[src/rtl/t08_wb_pkg.sv]
// Shared types and defaults for the t08 Wishbone classic master.
package t08_wb_pkg;

  typedef enum logic [1:0] {
    IDLE  = 2'd0,
    READ  = 2'd1,
    WRITE = 2'd2,
    DONE  = 2'd3
  } wb_state_e;

  localparam int unsigned TIMEOUT_DEFAULT  = 255;
  localparam logic [31:0] ERR_DATA_DEFAULT = 32'hDEADBEEF;

endpackage

[src/rtl/t08_wb_timer.sv]
// Saturating cycle counter that flags when the current cycle is the last one allowed.
module t08_wb_timer #(
  parameter int W = 32
) (
  input  logic         clk,
  input  logic         nrst,
  input  logic         clear,
  input  logic         enable,
  input  logic [W-1:0] limit,
  output logic         expired
);

  logic [W-1:0] count;
  logic [W:0]   next_count;

  always_ff @(posedge clk or negedge nrst) begin
    if (!nrst) begin
      count <= '0;
    end else if (clear) begin
      count <= '0;
    end else if (enable && (count < limit)) begin
      count <= count + 1'b1;
    end
  end

  // Expiry looks one step ahead so the abort lands on the edge where the count reaches the limit.
  assign next_count = {1'b0, count} + {{W{1'b0}}, 1'b1};
  assign expired    = enable && (next_count >= {1'b0, limit});

endmodule

[src/rtl/t08_wb_master.sv]
// Wishbone classic single-transfer master driven by level read/write requests.
module t08_wb_master
  import t08_wb_pkg::*;
#(
  parameter int unsigned TIMEOUT  = TIMEOUT_DEFAULT,
  parameter logic [31:0] ERR_DATA = ERR_DATA_DEFAULT
) (
  input  logic        clk,
  input  logic        nrst,
  input  logic        rd_req,
  input  logic        wr_req,
  input  logic [31:0] addr_in,
  input  logic [31:0] wdata_in,
  input  logic [3:0]  sel_in,
  output logic [31:0] rdata_out,
  output logic        done,
  output logic        busy,
  output logic        err,
  output logic        cyc_o,
  output logic        stb_o,
  output logic        we_o,
  output logic [31:0] adr_o,
  output logic [31:0] dat_o,
  output logic [3:0]  sel_o,
  input  logic        ack_i,
  input  logic        err_i,
  input  logic [31:0] dat_i
);

  wb_state_e state;
  logic      accept;
  logic      in_bus;
  logic      expired;

  assign accept = (state == IDLE) && (rd_req || wr_req);
  assign in_bus = (state == READ) || (state == WRITE);

  t08_wb_timer #(.W(32)) u_timer (
    .clk     (clk),
    .nrst    (nrst),
    .clear   (accept),
    .enable  (in_bus),
    .limit   (32'(TIMEOUT)),
    .expired (expired)
  );

  always_ff @(posedge clk or negedge nrst) begin
    if (!nrst) begin
      state     <= IDLE;
      rdata_out <= '0;
      done      <= 1'b0;
      busy      <= 1'b0;
      err       <= 1'b0;
      cyc_o     <= 1'b0;
      stb_o     <= 1'b0;
      we_o      <= 1'b0;
      adr_o     <= '0;
      dat_o     <= '0;
      sel_o     <= '0;
    end else begin
      case (state)
        IDLE: begin
          done <= 1'b0;
          err  <= 1'b0;
          if (rd_req || wr_req) begin
            state <= wr_req ? WRITE : READ;
            we_o  <= wr_req;
            cyc_o <= 1'b1;
            stb_o <= 1'b1;
            busy  <= 1'b1;
            adr_o <= addr_in;
            dat_o <= wdata_in;
            sel_o <= sel_in;
          end
        end
        READ, WRITE: begin
          // A bus error beats a simultaneous ack, but an ack beats the timer on its final cycle.
          if (err_i || (expired && !ack_i)) begin
            state <= DONE;
            done  <= 1'b1;
            err   <= 1'b1;
            busy  <= 1'b0;
            cyc_o <= 1'b0;
            stb_o <= 1'b0;
            we_o  <= 1'b0;
            if (state == READ) begin
              rdata_out <= ERR_DATA;
            end
          end else if (ack_i) begin
            state <= DONE;
            done  <= 1'b1;
            busy  <= 1'b0;
            cyc_o <= 1'b0;
            stb_o <= 1'b0;
            we_o  <= 1'b0;
            if (state == READ) begin
              rdata_out <= dat_i;
            end
          end
        end
        DONE: begin
          state <= IDLE;
          done  <= 1'b0;
          err   <= 1'b0;
        end
        default: begin
          state <= IDLE;
        end
      endcase
    end
  end

endmodule

[config.mk]
export PLATFORM = sky130hd
export DESIGN_NAME = t08_wb_master
export DESIGN_NICKNAME = d
export VERILOG_FILES = /design/src/rtl/t08_wb_pkg.sv /design/src/rtl/t08_wb_timer.sv /design/src/rtl/t08_wb_master.sv
export SDC_FILE = /design/constraint.sdc
export NUM_CORES = 1
export LEC_CHECK = 0
export BUFFER_PORTS_ARGS = -buffer_cell sky130_fd_sc_hd__buf_2
export CAP_MARGIN = 20
export CORE_MARGIN = 3
export CORE_UTILIZATION = 25
export DETAILED_ROUTE_END_ITERATION = 8
export GPL_TIMING_DRIVEN = 1
export PLACE_DENSITY_LB_ADDON = 0.05
export RECOVER_POWER = 25
export SETUP_SLACK_MARGIN = 0.4
export SLEW_MARGIN = 10
export SYNTH_ARGS = -nofsm -noshare
export SYNTH_HDL_FRONTEND = slang
export SYNTH_SLANG_ARGS = --single-unit
[constraint.sdc]
create_clock -name clk -period 7.2 [get_ports clk]
set_input_delay 0.72 -clock clk [delete_from_list [all_inputs] [get_ports clk]]
set_output_delay 0.72 -clock clk [all_outputs]
set_load 0.01 [all_outputs]
==> flow_summary.toml, run 1 <==
[timing]
setup_ws_ps = 3417
slew_headroom = -1.309
min_period_over_period = 0.5254
setup_tns_ps = 0
post-route-min-period_ps = 3783
drv_slew = 65
skew_ps = 9.544
holdWs_ps = 468.8
max_freq_mhz = 264.4
tightest_slew_ps = 3464
hold_viol_final = 0
grt_setup_unrepaired = "false"
setup_viol = 0

[logic_synthesis]
yosys_register_bits = 138
post-synth-top-area-fraction = 0.5760
yosysSeqAreaShare = 0.5760
yosysTopAreaCell = "dfrtp_1"
yosysMostFrequentCell = "nand2_1"
synthTopCellsByCount = "nand2_1, dfrtp_1, clkbuf_1"
synthTopCellsByArea = "dfrtp_1, nand2_1, o22a_1"
postSynthAreaPerCell_um2 = 9.593
yosys_warnings = 0
synthCells = 625
ys_types = 56
ys.flop_type = "dfrtp_1"
synth_area_um2 = 5996
syn-num-nets = 735
ys_async_sr_fraction = 1.000
synth_edf_count = 0

[grt]
antenna_found_initial = 1
grt_util_met2 = 0.2029
grt_max_degree = 81
grt-busiest-layer = "met2"
track_usage = 0.1320
grt_pass1_vias = 5113
use_met3 = 0.05133
grt_pass1_wl_mm = 27.45
grt_overflow = 0
use_met1 = 0.1684

[floorplanning]
initial_core_util = 0.2547
dieArea_um2 = 25880
die_h_um = 160.9
die_w_um = 160.9
core-area_um2 = 23540
io_pins = 212
row_count = 56

[layout]
drive_gt1_frac = 0.3135
syn2layout_area_growth_pct = 32.85
multi_input_area_um2 = 2336
fill_cells = 2461
final_area_um2 = 7965
nets = 939
layoutNonFillerInstCount = 1162
utilization = 0.3383
seqCellArea_um2 = 3453

[power_and_ir_drop]
powerDensity_nw_per_um2 = 412.7
ir_drop_v = 0.0001329
power.leakage_nw = 3.932
finalPower_mw = 3.287

[place]
globalplace.congestion = 0.7452
place_ws_ps = 3467
place_area_um2 = 7348
dp.cells = 1127
dpl.hpwl_mm = 11.64
port_buffers = 211

[clock_network]
postCtsSetupBuffers = 0
worstSkewPairLatency_ps = 420
clock_sinks = 138
cts_tree = "yes"
cts_resized = 0
clk_pin_slew_worst_paths_ps = 60
cts.path.max_buffers = 2
cts_hold_buffers = 0
cts_buffers = 17
clock-root-buffer = "clkbuf_16"
htree_levels = 4

[worst_setup_path]
end_kind = "asynchronous set/reset pin"
cp-start-kind = "input pin"
cp_data_arrival_time_ps = 4350
required_ps = 7770
critPathMaxFanout = 64
critPathKind = "input pin to asynchronous set/reset pin"

[run]
cap_violations = 1

[outcome]
status = "finished with violations"
failed_checks = "capacitance limit, slew limit"

[route]
drtIter0Drc = 299
finalWirelength_mm = 16.91
drc = 0
vias_per_cell = 4.341
drt_first_pass_iters = 4
wire_per_inst_um = 14.56
vias = 5044
postRouteAntennaNets = 0

[worst_hold_path]
hp-class = "flop to flop"
registers in the layout, summed over array words and instances (netlist names):
register and cells:
done 1, sel_o 4, u_timer.count 32, dat_o 32, adr_o 32, state 2
stb_o 1, rdata_out 32, we_o 1, err 1
kinds of logic after synthesis:
family	Yosys count	synth area share
xor+xnor	12	0.01753
compound gates	76	0.09287
simple gates	343	0.2652
mux	2	0.003548
flops	138	0.5760
buf+inv	50	0.03652
fa+ha+maj	4	0.008348
worst max-delay path: stages:
cell	delay, ps
clkbuf_1	2390
clkbuf_1	800
buf_16	360
worst paths after layout:
check / from / endpoint / slack (ps) / cells after the start
setup / recovery: nrst / u_timer.count[3]$_DFFE_PN0P_ / 3420 / 3
hold / removal: dat_o[18]$_DFFE_PN0P_ / dat_o[18]$_DFFE_PN0P_ / 470 / 2
setup reg to reg: u_timer.count[0]$_DFFE_PN0P_ / rdata_out[27]$_DFFE_PN0P_ / 3440 / 9
hold reg to reg: dat_o[18]$_DFFE_PN0P_ / dat_o[18]$_DFFE_PN0P_ / 470 / 2
max in group clk: u_timer.count[0]$_DFFE_PN0P_ / rdata_out[27]$_DFFE_PN0P_ / 3440 / 9
min in group asynchronous: nrst / u_timer.count[20]$_DFFE_PN0P_ / 1480 / 1
area by class of cell:
class / instances / area share
flip-flops and latches: 138 / 0.4336
multi-input cells: 437 / 0.2933
repair buffers: 217 / 0.1411
clock buffers: 19 / 0.05686
well taps: 319 / 0.05011
clock inverters: 13 / 0.01634
inverters: 18 / 0.008483
diodes: 1 / 0.0003142
power breakdown:
| group | internal, mW | switching, mW |
|---|---|---|
| registers | 1.08 | 0.165 |
| clock network | 0.501 | 0.360 |
| logic | 0.463 | 0.722 |
layout by cell type, fill, tap and decap left out, types with 4 or more instances in the layout:
cell type	instances
a21oi_1	13
and2_1	22
and3_1	4
buf_2	210
clkbuf_16	17
clkinvlp_4	4
dfrtp_1	138
ha_1	4
inv_1	18
inv_6	6
nand2_1	229
nand3_1	10
nand4_1	11
nor2_1	15
nor3_1	12
nor4_1	7
o21ai_0	7
o21ai_1	8
o22a_1	24
or3_1	10
xnor2_1	8
xor2_1	4
layer usage:
| metal | vias to the layer above | wire (µm) |
|---|---|---|
| li1 | 2489 | - |
| met1 | 2360 | 7431 |
| met2 | 174 | 7701 |
| met3 | 21 | 1480 |
| met4 | 0 | 300 |
| met5 | - | 0 |
Note: power is estimated with default switching activity, not from simulation.
==> run 2: changes to the inputs <==
==> constraint.sdc (replaced) <==
create_clock -name clk -period 3.9 [get_ports clk]
set_input_delay 0.39 -clock clk [delete_from_list [all_inputs] [get_ports clk]]
set_output_delay 0.39 -clock clk [all_outputs]
set_load 0.01 [all_outputs]
==> flow_summary.toml, run 2 (synthesis results as in run 1) <==
[outcome]
status = "finished, final reports clean"

[layout]
final_area_um2 = 8001
layout_common_cells = "nand2_1, buf_2, dfrtp_1, clkbuf_1, o22a_1"
syn2layout_area_growth_pct = 33.45
drive_gt1_frac = 0.2671
nets = 947
layout_commonest_cell = "nand2_1"

[route]
wire_per_inst_um = 14.96
drt_first_pass_iters = 5
vias = 5126
drtIter0Drc = 318
drc = 0
finalWirelength_mm = 17.50
postRouteAntennaNets = 0
vias_per_cell = 4.381

[clock_network]
cts_tree = "yes"
worstSkewPairLatency_ps = 420
clock_sinks = 138
cts.path.max_buffers = 2
htree_levels = 4
clk_pin_slew_worst_paths_ps = 70
clock-root-buffer = "clkbuf_16"
cts_buffers = 17

[timing]
grt_setup_unrepaired = "false"
setup_viol = 0
max_freq_mhz = 304.7
skew_ps = 10.48
setup_tns_ps = 0
drv_slew = 0
min_period_over_period = 0.8415
slew_headroom = 0.4063
tightest_slew_ps = 887.2
post-route-min-period_ps = 3282
hold_viol_final = 0

[place]
dpl.hpwl_mm = 12.28
globalplace.congestion = 0.7486
place_area_um2 = 7393
port_buffers = 211

[floorplanning]
dieArea_um2 = 25880
core-area_um2 = 23540
die_h_um = 160.9
row_count = 56
initial_core_util = 0.2547
die_w_um = 160.9
io_pins = 212

[power_and_ir_drop]
ir_drop_v = 0.0003214
powerDensity_nw_per_um2 = 770.0
power.leakage_nw = 3.866

[worst_setup_path]
end_kind = "flop"
cp-start-kind = "flop"
required_ps = 4200
critPathMaxFanout = 32
critPathKind = "flop to flop"
cp_data_arrival_time_ps = 3590

[grt]
grt_max_degree = 81
track_usage = 0.1387
grt_pass1_vias = 5384
antenna_found_initial = 3
grt_pass1_wl_mm = 28.76
grt_overflow = 0

[worst_hold_path]
hp-class = "input pin to flop"

[run]
cap_violations = 0
-- run 2: cell count changes in the layout (fill, tap and decap cells not counted), sizes merged --
cell         previous run  this run
clkbuf                 21        65
buf                   215       177
bufinv                  1         3
clkinv                  2         1
clkinvlp                4         3
dlygate4sd3             0         1
inv                    24        25
-- run 2: final timing paths --
check / start / to / slack [ps] / cells past startpoint
setup / recovery: u_timer.count[0]$_DFFE_PN0P_ / rdata_out[26]$_DFFE_PN0P_ / 620 / 11
hold / removal: addr_in[2] / adr_o[2]$_DFFE_PN0P_ / 150 / 3
setup reg to reg: u_timer.count[0]$_DFFE_PN0P_ / rdata_out[26]$_DFFE_PN0P_ / 620 / 11
hold reg to reg: dat_o[9]$_DFFE_PN0P_ / dat_o[9]$_DFFE_PN0P_ / 470 / 2
max in group asynchronous: nrst / dat_o[12]$_DFFE_PN0P_ / 2360 / 3
min in group asynchronous: nrst / u_timer.count[29]$_DFFE_PN0P_ / 490 / 2
-- run 2: power breakdown --
part / leakage (nW) / switching, mW / internal, mW
Sequential: 1.69 / 0.321 / 1.99
Clock: 0.291 / 0.677 / 1.02
Combinational: 1.88 / 1.34 / 0.810
Total: 3.87 / 2.34 / 3.82
-- run 2: area by class of cell --
class,count,area [µm²]
diodes,1,2.502
clock buffers,18,429.2
clock inverters,14,185.2
fillers,2529,15540
inverters,18,67.56
multi-input cells,437,2354
flip-flops and latches,138,3453
well taps,319,399.1
repair buffers,225,1111
-- run 2: metal layers --
layer	routed length, µm	vias to the layer above	global-route usage	share of wire
li1	-	2509	-	-
met1	7656	2400	0.1732	0.44
met2	8067	192	0.2200	0.46
met3	1501	21	0.05571	0.086
met4	244	4	0.04537	0.014
met5	34	-	0	0.0019
-- run 2: stage by stage --
step | std cells | setup WS (ps) | util | hold slack [ps] | total power, mW
finish | 1170 | 618.0 | 0.3399 | 150.5 | 6.161
global route | 1169 | 418.4 | 0.3398 | 150.0 | 6.680
CTS | 1166 | 534.3 | 0.3406 | 131.5 | 6.333
detailed placement | 1133 | 548.0 | 0.3140 | 366.4 | 4.578
global placement | 1133 | 623.2 | 0.3140 | 362.8 | 4.545
floorplan | 625 | 679.3 | - | 94.41 | 3.592
-- run 2: what timing repair did --
item                                   CTS  global route
setup buffers                            0             2
setup endpoints to repair                0            38
resized for setup                        0             3
hold buffers                             1             0
endpoints found under the hold margin   48             0
-- run 2: worst max-delay path, stage by stage (launching register included) --
cell and delay (ps):
dfrtp_1 450, ha_2 270, inv_1 80, or3_1 440
buf_4 200, or3_1 360, o32ai_2 210, nand3b_1 190
nor4b_4 410, a21oi_4 80, buf_4 240, o22a_1 220
==> run 3: changes to the inputs <==
==> constraint.sdc (replaced) <==
create_clock -name clk -period 2.7 [get_ports clk]
set_input_delay 0.27 -clock clk [delete_from_list [all_inputs] [get_ports clk]]
set_output_delay 0.27 -clock clk [all_outputs]
set_load 0.01 [all_outputs]
==> flow_summary.toml, run 3 (synthesis results as in run 1) <==
[route]
postRouteAntennaNets = 0
drt_first_pass_iters = 4
finalWirelength_mm = 18.50
drtIter0Drc = 232
vias_per_cell = 4.376
drc = 0
wire_per_inst_um = 14.85
vias = 5453

[grt]
grt_max_degree = 93
grt_pass1_wl_mm = 29.59
use_met1 = 0.1765
use_met3 = 0.05803
grt_pass1_vias = 5633
grt_util_met2 = 0.2291
track_usage = 0.1422
grt-busiest-layer = "met2"
antenna_found_initial = 1
grt_overflow = 0

[worst_setup_path]
r2r_cells = 11
worst-r2r-setup-slack_ps = -60
cp-start-kind = "flop"
cp_data_arrival_time_ps = 3060
max_stage_delay_ps = 420
rr_startpoint = "u_timer.count[1]$_DFFE_PN0P_"
critPathKind = "flop to flop"
crit_chain = "ha_4 -> inv_2 -> or3_4 -> nor4_4 -> mux2_4 -> a31o_4 -> nor4b_4 -> buf_4 -> a21oi_4 -> buf_6 -> o22a_1"
crit_path_top_delay_cell = "dfrtp_1"
required_ps = 3000
end_kind = "flop"
critPathMaxFanout = 8
regToRegEndpoint = "rdata_out[30]$_DFFE_PN0P_"

[power_and_ir_drop]
power.leakage_nw = 4.496
ir_drop_v = 0.0003699
internal-power_mw = 5.862
swShare = 0.3863
clockPowerShare = 0.235
power_frac_seq = 0.345
p_sw_mw = 3.690
powerDensity_nw_per_um2 = 1067
pwr-share-comb = 0.419

[place]
port_buffers = 211
dpl.hpwl_mm = 12.80
globalplace.congestion = 0.8385

[run]
cap_violations = 0

[timing]
min_period_over_period = 1.022
slew_headroom = 0.1229
max_freq_mhz = 362.4
holdWs_ps = 29.78
setup_viol = 16
setup_ws_ps = -59.21
drv_slew = 0
grt_setup_unrepaired = "true"
tightest_slew_ps = 1316
post-route-min-period_ps = 2759
setup_tns_ps = -425.6
skew_ps = 10.18
hold_viol_final = 0

[layout]
nets = 1024
fill_cells = 2462
n_antenna_cell = 0
layout_commonest_cell = "nand2_1"
drive_gt1_frac = 0.4347
syn2layout_area_growth_pct = 49.31
layout_common_cells = "nand2_1, buf_2, dfrtp_1, buf_4, o22a_1"

[worst_hold_path]
worstHoldStart = "wdata_in[29]"
hold_depth = 3
hold_end = "dat_o[29]$_DFFE_PN0P_"
hp-class = "input pin to flop"

[floorplanning]
core-area_um2 = 23540
io_pins = 212
die_w_um = 160.9
dieArea_um2 = 25880
initial_core_util = 0.2547
die_h_um = 160.9
row_count = 56

[clock_network]
clock-root-buffer = "clkbuf_16"
clk_pin_slew_worst_paths_ps = 70
cts_buffers = 17
worstSkewPairLatency_ps = 420
cts_tree = "yes"
htree_levels = 4
clock_sinks = 138
cts.path.max_buffers = 2

[outcome]
failed_checks = "setup timing"
status = "finished with violations"
==> run 3: cell count changes in the layout (fill, tap and decap cells not counted), sizes merged <==
cell and change:
bufinv -3, diode -1, inv +1, clkbuf -45, clkinv +2, buf +120, a21oi +2
==> run 3: layout make-up <==
type	instances	area (µm²)	area share
clock buffers	18	429.2	0.04794
clock inverters	14	130.1	0.01454
inverters	18	67.56	0.007547
multi-input cells	439	2669	0.2981
flip-flops and latches	138	3455	0.3859
well taps	319	399.1	0.04458
repair buffers	300	1803	0.2014
==> run 3: power by group through the flow <==
stage                     logic, mW  clock network (mW)  registers [mW]
final                          4.01                2.25            3.30
after detailed placement       3.51                   0            3.32
after floorplan                1.54                   0            3.68
after CTS                      3.72                2.32            3.31
after global routing           4.44                2.42            3.41
after global placement         3.44                   0            3.32
==> run 3: worst max-delay path by stage <==
stage                                       from                        end  slack [ps]  cells after the start
floorplan           u_timer.count[1]$_DFFE_PN0P_   rdata_out[0]$_DFFE_PN0P_        -170                     11
global placement    u_timer.count[3]$_DFFE_PN0P_  rdata_out[17]$_DFFE_PN0P_        -270                      8
detailed placement  u_timer.count[3]$_DFFE_PN0P_  rdata_out[22]$_DFFE_PN0P_        -380                      8
CTS                 u_timer.count[1]$_DFFE_PN0P_  rdata_out[30]$_DFFE_PN0P_         -60                     11
global route        u_timer.count[2]$_DFFE_PN0P_  rdata_out[30]$_DFFE_PN0P_        -190                     12
finish              u_timer.count[1]$_DFFE_PN0P_  rdata_out[30]$_DFFE_PN0P_         -60                     11
==> run 3: critical path, delay by kind of cell, from the launching register on <==
family | cells | cell delay [ps]
and+or+nand+nor | 3 | 930
DFF | 1 | 420
muxes | 1 | 340
adders and majority gates | 1 | 160
AOI/OAI and AO/OA | 3 | 420
buffers and inverters | 3 | 370
==> run 3: layer usage <==
| metal | up-vias | part of all wire |
|---|---|---|
| li1 | 2672 | - |
| met1 | 2585 | 0.44 |
| met2 | 174 | 0.46 |
| met3 | 20 | 0.083 |
| met4 | 2 | 0.014 |
| met5 | - | 0.00070 |
==> run 3: timing repair <==
| item | CTS | global route |
|---|---|---|
| hold buffers | 1 | 0 |
| pin swaps | 14 | 23 |
| resized for setup | 28 | 49 |
| buffers inserted | 16 | 9 |
| cloned | 2 | 1 |
| setup endpoints to repair | 60 | 60 |
| hold endpoints to repair | 138 | 0 |
==> run 3: through the flow <==
step | power, mW | utilization | setup slack [ps] | instances | area (µm²)
finish | 9.551 | 0.3803 | -59.21 | 1246 | 8952
global route | 10.28 | 0.3803 | -187.2 | 1246 | 8952
CTS | 9.360 | 0.3690 | -56.52 | 1235 | 8688
detailed placement | 6.822 | 0.3331 | -378.5 | 1184 | 7843
global placement | 6.762 | 0.3331 | -273.4 | 1184 | 7843
floorplan | 5.215 | - | -169.2 | 625 | 6043
